==> config.mk <==
export PLATFORM = sky130hd
export DESIGN_NAME = sa_pe_mac
export DESIGN_NICKNAME = d
export VERILOG_FILES = /design/src/rtl/sa_pe_mac.sv
export SDC_FILE = /design/constraint.sdc
export NUM_CORES = 1
export LEC_CHECK = 0
export ABC_CLOCK_PERIOD_IN_PS = 6300
export CAP_MARGIN = 20
export CELL_PAD_IN_SITES_DETAIL_PLACEMENT = 0
export CELL_PAD_IN_SITES_GLOBAL_PLACEMENT = 1
export CORE_ASPECT_RATIO = 2
export CORE_MARGIN = 1
export CORE_UTILIZATION = 41
export CTS_CLUSTER_DIAMETER = 50
export DETAILED_ROUTE_END_ITERATION = 7
export PLACE_DENSITY_LB_ADDON = 0.1
export SYNTH_ARGS = -nofsm -noshare
export SYNTH_HDL_FRONTEND = slang
export SYNTH_SLANG_ARGS = --single-unit
==> constraint.sdc <==
create_clock -name clk -period 6.3 [get_ports clk]
set_input_delay 1.26 -clock clk [delete_from_list [all_inputs] [get_ports clk]]
set_output_delay 1.26 -clock clk [all_outputs]
set_load 0.02 [all_outputs]
==> src/rtl/sa_pe_mac.sv <==
// sa_pe_mac: output-stationary systolic-array processing element.
// Forwards A east and B south with one register stage. Accumulates a signed or
// unsigned dot product of length cfg_k and posts each finished result into a
// one-entry valid/ready output buffer. The next result starts with no bubble.
// Optional feature macro: PE_SAT_EN. When defined, every accumulate clamps to
// the signed or unsigned AW-bit range. When undefined, sums wrap modulo 2^AW.
module sa_pe_mac #(
  parameter int DW = 8,
  parameter int AW = 24,
  parameter int KW = 8
) (
  input  logic          clk,
  input  logic          rst_n,
  input  logic [KW-1:0] cfg_k,
  input  logic          cfg_signed,
  input  logic          flush,
  input  logic [DW-1:0] a_in,
  input  logic          a_in_vld,
  input  logic [DW-1:0] b_in,
  input  logic          b_in_vld,
  output logic [DW-1:0] a_out,
  output logic          a_out_vld,
  output logic [DW-1:0] b_out,
  output logic          b_out_vld,
  output logic [AW-1:0] c_out,
  output logic          c_out_vld,
  input  logic          c_out_rdy,
  output logic          ovf_err
);

  typedef enum logic {IDLE, ACC} state_t;

  state_t          state_q, state_d;
  logic [AW-1:0]   acc_q, acc_d;
  logic [KW-1:0]   cnt_q, cnt_d;
  logic [KW-1:0]   k_lat_q, k_lat_d;
  logic            sgn_lat_q, sgn_lat_d;
  logic [DW-1:0]   a_out_q, a_out_d, b_out_q, b_out_d;
  logic            a_out_vld_q, a_out_vld_d, b_out_vld_q, b_out_vld_d;
  logic [AW-1:0]   c_out_q, c_out_d;
  logic            c_out_vld_q, c_out_vld_d;
  logic            ovf_err_q, ovf_err_d;

  logic            fire;
  logic            sgn_eff;
  logic [KW-1:0]   k_cfg;
  logic [KW-1:0]   k_eff;
  logic [KW:0]     cnt_inc;
  logic            complete;
  logic [2*DW-1:0] a_x, b_x, prod;
  logic [AW-1:0]   prod_ext;
  logic [AW-1:0]   sum;

  assign fire    = a_in_vld & b_in_vld & ~flush;
  assign k_cfg   = (cfg_k == '0) ? KW'(1) : cfg_k;
  assign sgn_eff = (state_q == IDLE) ? cfg_signed : sgn_lat_q;
  assign k_eff   = (state_q == IDLE) ? k_cfg : k_lat_q;
  // cnt_q is 0 in IDLE, so one compare covers both the K=1 and the K-th-MAC cases
  assign cnt_inc  = (KW+1)'(cnt_q) + (KW+1)'(1);
  assign complete = fire & (cnt_inc == {1'b0, k_eff});

  // Multiply at 2*DW bits with operands pre-extended by signedness, then extend to AW
  always_comb begin
    a_x  = {{DW{sgn_eff & a_in[DW-1]}}, a_in};
    b_x  = {{DW{sgn_eff & b_in[DW-1]}}, b_in};
    prod = a_x * b_x;
    for (int i = 0; i < AW; i++) begin
      prod_ext[i] = (i < 2*DW) ? prod[i] : (sgn_eff & prod[2*DW-1]);
    end
  end

`ifdef PE_SAT_EN
  logic [AW:0] sum_wide;

  // Add with one guard bit and clamp to the range of the latched signedness
  always_comb begin
    sum_wide = '0;
    sum      = '0;
    if (sgn_eff) begin
      sum_wide = {acc_q[AW-1], acc_q} + {prod_ext[AW-1], prod_ext};
      if (sum_wide[AW] != sum_wide[AW-1]) begin
        sum = sum_wide[AW] ? {1'b1, {(AW-1){1'b0}}} : {1'b0, {(AW-1){1'b1}}};
      end else begin
        sum = sum_wide[AW-1:0];
      end
    end else begin
      sum_wide = {1'b0, acc_q} + {1'b0, prod_ext};
      sum      = sum_wide[AW] ? {AW{1'b1}} : sum_wide[AW-1:0];
    end
  end
`else
  assign sum = acc_q + prod_ext;
`endif

  // Next-state: forwarding, accumulation FSM and result buffer handshake
  always_comb begin
    state_d     = state_q;
    acc_d       = acc_q;
    cnt_d       = cnt_q;
    k_lat_d     = k_lat_q;
    sgn_lat_d   = sgn_lat_q;
    c_out_d     = c_out_q;
    c_out_vld_d = c_out_vld_q;
    ovf_err_d   = ovf_err_q;
    a_out_d     = a_in;
    a_out_vld_d = a_in_vld;
    b_out_d     = b_in;
    b_out_vld_d = b_in_vld;

    if (flush) begin
      state_d = IDLE;
      acc_d   = '0;
      cnt_d   = '0;
    end else if (fire) begin
      if (state_q == IDLE) begin
        k_lat_d   = k_cfg;
        sgn_lat_d = cfg_signed;
      end
      if (complete) begin
        state_d = IDLE;
        acc_d   = '0;
        cnt_d   = '0;
      end else begin
        state_d = ACC;
        acc_d   = sum;
        cnt_d   = cnt_inc[KW-1:0];
      end
    end

    if (complete) begin
      if (!c_out_vld_q || c_out_rdy) begin
        c_out_d     = sum;
        c_out_vld_d = 1'b1;
      end else begin
        ovf_err_d = 1'b1;
      end
    end else if (c_out_vld_q && c_out_rdy) begin
      c_out_vld_d = 1'b0;
    end
  end

  // State and output registers, cleared asynchronously by reset
  always_ff @(posedge clk or negedge rst_n) begin
    if (!rst_n) begin
      state_q     <= IDLE;
      acc_q       <= '0;
      cnt_q       <= '0;
      k_lat_q     <= KW'(1);
      sgn_lat_q   <= 1'b0;
      a_out_q     <= '0;
      a_out_vld_q <= 1'b0;
      b_out_q     <= '0;
      b_out_vld_q <= 1'b0;
      c_out_q     <= '0;
      c_out_vld_q <= 1'b0;
      ovf_err_q   <= 1'b0;
    end else begin
      state_q     <= state_d;
      acc_q       <= acc_d;
      cnt_q       <= cnt_d;
      k_lat_q     <= k_lat_d;
      sgn_lat_q   <= sgn_lat_d;
      a_out_q     <= a_out_d;
      a_out_vld_q <= a_out_vld_d;
      b_out_q     <= b_out_d;
      b_out_vld_q <= b_out_vld_d;
      c_out_q     <= c_out_d;
      c_out_vld_q <= c_out_vld_d;
      ovf_err_q   <= ovf_err_d;
    end
  end

  assign a_out     = a_out_q;
  assign a_out_vld = a_out_vld_q;
  assign b_out     = b_out_q;
  assign b_out_vld = b_out_vld_q;
  assign c_out     = c_out_q;
  assign c_out_vld = c_out_vld_q;
  assign ovf_err   = ovf_err_q;

endmodule

==> results.md, run 1 <==
- Ys async rst share: 100%
- Crit path max fanout: 4
- Post-Layout Inst Area: 0.00986 sq mm
- Crit start category: input pin
- Worst EP required: 6540 ps
- First-pass DRT Iterations: 4
- Worst Setup Path Type: in -> reg
- Final clock skew: 12.9 ps
- Layout cells sized above 1: 27.8%
- Bufs on Longest Clock Path: 2
- I/O Pins: 75
- Iter 0 DRT Violations: 154
- Area after DPL: 0.00909 sq mm
- Worst-Skew Late Latency: 360 ps
- Final hold violations: 0
- Die area: 0.0183 sq mm
- Root buf cell: clkbuf_16
- R2R Setup Slk: -290 ps
- ANT cells: 0
- Worst r2r src: state_q
- Max-Cap Viols: 0
- Element type at the critical path end: flop
- Worst VDD drop: 0.399 mV
- Placeable core area: 0.0174 sq mm
- Delay of the slowest cell on the worst path: 510 ps
- Vias per cell: 5.21
- Worst EP arrival: 7340 ps
- Post-Syn Area per Cell: 9.88 sq um
- Synth unique cells: 56
- Synth Cell Area: 0.00728 sq mm
- Pre-CTS setup slack: -1610 ps
- CTS clk-pin slew, worst paths: 80 ps
- PortBufs: 74
- Worst setup path end: c_out[23]
- Worst min path class: reg -> reg
- Relative slew margins: 31.2%
- Worst reg-to-reg path cell count: 27
- Via count: 5877
- RSZ-0062 raised after global routing: true
- Logic gate share of total power: 76.9%
- Top cell by count, worst path: fa_1
- Seq cells post-synth: 86
- Mapped Cells: 737
- DRT antenna net count: 0
- First-pass GRT wire length: 31.9 mm
- Hold Slack: 481 ps
- Setup ws final: -808 ps
- GPL Wtd Cong: 0.877
- Die X: 96.3 microns
- Worst r2r dst: c_out[23]
- Int Pwr: 3.21 mW
- CTS HTree Levels: 3
- WL final: 19.2 mm
- Clock share of power: 10.4%
- CTS Buf Count: 9
- Setup TNS Final: -15820 ps
- Fmax: 141 MHz
- Synth top area share: 29.2%
- Sequential share of power: 12.7%
- Antenna violations before repair: 0
- Final nets: 1058
- Ys flop type: dfrtp_1
- Status: complete, but fails checks
- Number of global-route vias before repair: 6621
- Tightest Pin Transition: 1030 ps
- Die Ht: 191 microns
- Synth top area cells: dfrtp_1, fa_1, ha_1
- Crit share post-route: 113%
- Switching fraction of total power: 42.7%
- Initial Utilization: 42.0%
- Sequential area share after synthesis: 29.6%
- Sink Count: 86
- GRT Util Overall: 23.0%
- Syn_nets: 883
- EDFF count, synth: 0
- Slew Limit Fails: 0
- Tot Pwr: 5.60 mW
- NetSw: 2.39 mW
- Dpl hpwl: 14.8 mm
- Pin count of the biggest net entering global routing: 46
- Average wire per standard cell: 17.0 microns
- Layout Area Growth over Synthesis: 35.3%
- Failing checks: setup timing
- CTS tree: yes
- Worst setup path startpoint: cfg_signed
- Slowest-stage cell, CP: fa_1
- Final setup violation count: 26
- Power Dens Cells: 568 mW/mm^2
- Synth area leader: dfrtp_1
- DRC Markers: 0
- P_leak: 4.71 nW
- Total gr overflow: 0
- # rows: 68
- Yosys warns: 0
- Crit path time final: 7110 ps
-- flip-flops by register name (all words and copies together) (netlist names), 8 cells and up --
signal,flops
c_out,24
k_lat_q,8
b_out,8
cnt_q,8
a_out,8
acc_q,24
-- cell type report --
type | instances | area (sq um)
inverter | 95 | 357
sequential | 86 | 2150
clock buffer | 10 | 239
tap | 210 | 263
multi-input combinational | 529 | 5140
fill | 1603 | 7500
clock inverter | 6 | 80.1
timing repair buffer | 191 | 1620
-- metal layers --
metal	vias up	part of all wire, %	GRT usage (%)
met4	0	4.2	11.7
met2	109	57	43.2
li1	2776	-	-
met3	48	2.3	2.83
met5	-	0	0
met1	2944	36	24.2
-- power groups by stage --
stage / Combinational (mW) / Sequential, mW / Clock [mW]
6_report: 4.31 / 0.714 / 0.580
5_1_grt: 4.72 / 0.726 / 0.618
4_1_cts: 4.05 / 0.713 / 0.599
3_5_place_dp: 3.55 / 0.719 / 0
3_3_place_gp: 3.48 / 0.718 / 0
2_1_floorplan: 2.18 / 0.714 / 0
-- placed cells by master (no fill, tap or decap), types with 6 or more instances in the layout --
cell type        instances
buf_4                  112
inv_1                   89
dfrtp_1                 85
nand2_1                 71
fa_1                    62
clkdlybuf4s50_1         56
ha_1                    38
and2_1                  34
nor2_1                  30
xnor2_1                 29
o21ai_0                 21
a22o_1                  18
xor2_1                  14
mux2_4                  13
a21oi_1                 13
a21oi_2                 11
mux2_2                  11
o21ai_1                 10
mux2i_1                  9
ha_4                     9
clkbuf_16                9
nor3_1                   8
dlygate4sd2_1            7
inv_2                    6
and3_1                   6
o21a_1                   6
o21bai_1                 6
nand2b_1                 6
buf_6                    6
-- kinds of logic (layout without fill, tap and decap cells) --
group | count (synthesis) | after routing | synth area share (%)
adder cells (fa/ha/maj) | 115 | 115 | 26.3
buffers and inverters | 122 | 302 | 6.85
XOR/XNOR | 52 | 52 | 6.44
AO/OA/AOI/OAI | 125 | 125 | 11.1
multiplexers | 36 | 36 | 5.98
flip-flops | 86 | 86 | 29.6
AND/OR/NAND/NOR | 201 | 201 | 13.7
-- worst min path at each step --
stage	from	to	cells after the start
after floorplan	sgn_lat_q	sgn_lat_q	2
after global placement	ovf_err	ovf_err	1
after detailed placement	ovf_err	ovf_err	1
after CTS	ovf_err	ovf_err	1
after global routing	ovf_err	ovf_err	1
final	ovf_err	ovf_err	1
-- synthesized netlist by cell type (4+ instances only) --
cell type,instances
mux2_4,12
o31ai_1,4
dfrtp_1,85
nand3_1,5
mux2i_1,12
inv_1,95
and2_1,37
xnor2_1,33
or2_2,4
a22o_1,18
ha_1,51
mux2_2,12
fa_1,64
a21oi_1,26
o21a_1,6
and3_1,9
xor2_1,18
nor3_1,10
clkbuf_1,21
a31oi_1,5
o21ai_0,36
nand2b_1,7
nor2_1,33
nand2_1,77
o21bai_1,6
-- per-stage QoR --
stage / utilization (%) / std cells
after floorplan: - / 737
after global placement: 52.4 / 1089
after detailed placement: 52.4 / 1089
after CTS: 55.9 / 1121
after global routing: 56.8 / 1127
final: 56.8 / 1127
-- timing repair --
item | CTS | global route
setup buffers | 18 | 6
hold buffers | 0 | 0
cloned | 0 | 0
pin swaps | 39 | 14
setup endpoints to repair | 34 | 31
resized for setup | 65 | 38
-- worst max-delay path, delay by kind of cell --
| kind | cells | cell delay, ps |
|---|---|---|
| multiplexers | 1 | 300 |
| AO/OA/AOI/OAI | 7 | 1360 |
| XOR/XNOR | 2 | 260 |
| AND/OR/NAND/NOR | 6 | 630 |
| adder cells (fa/ha/maj) | 7 | 2960 |
| buffers and inverters | 6 | 570 |
No activity file was read; power rests on OpenSTA's default activity.
==> inputs of run 2 (changes only) <==
--- a/config.mk
+++ b/config.mk
@@ -6,7 +6,6 @@
 export NUM_CORES = 1
 export LEC_CHECK = 0
 export ABC_CLOCK_PERIOD_IN_PS = 6300
-export CAP_MARGIN = 20
 export CELL_PAD_IN_SITES_DETAIL_PLACEMENT = 0
 export CELL_PAD_IN_SITES_GLOBAL_PLACEMENT = 1
 export CORE_ASPECT_RATIO = 2
==> results of run 2 <==
Final layout, timing and power as in run 1 (identical DEF).
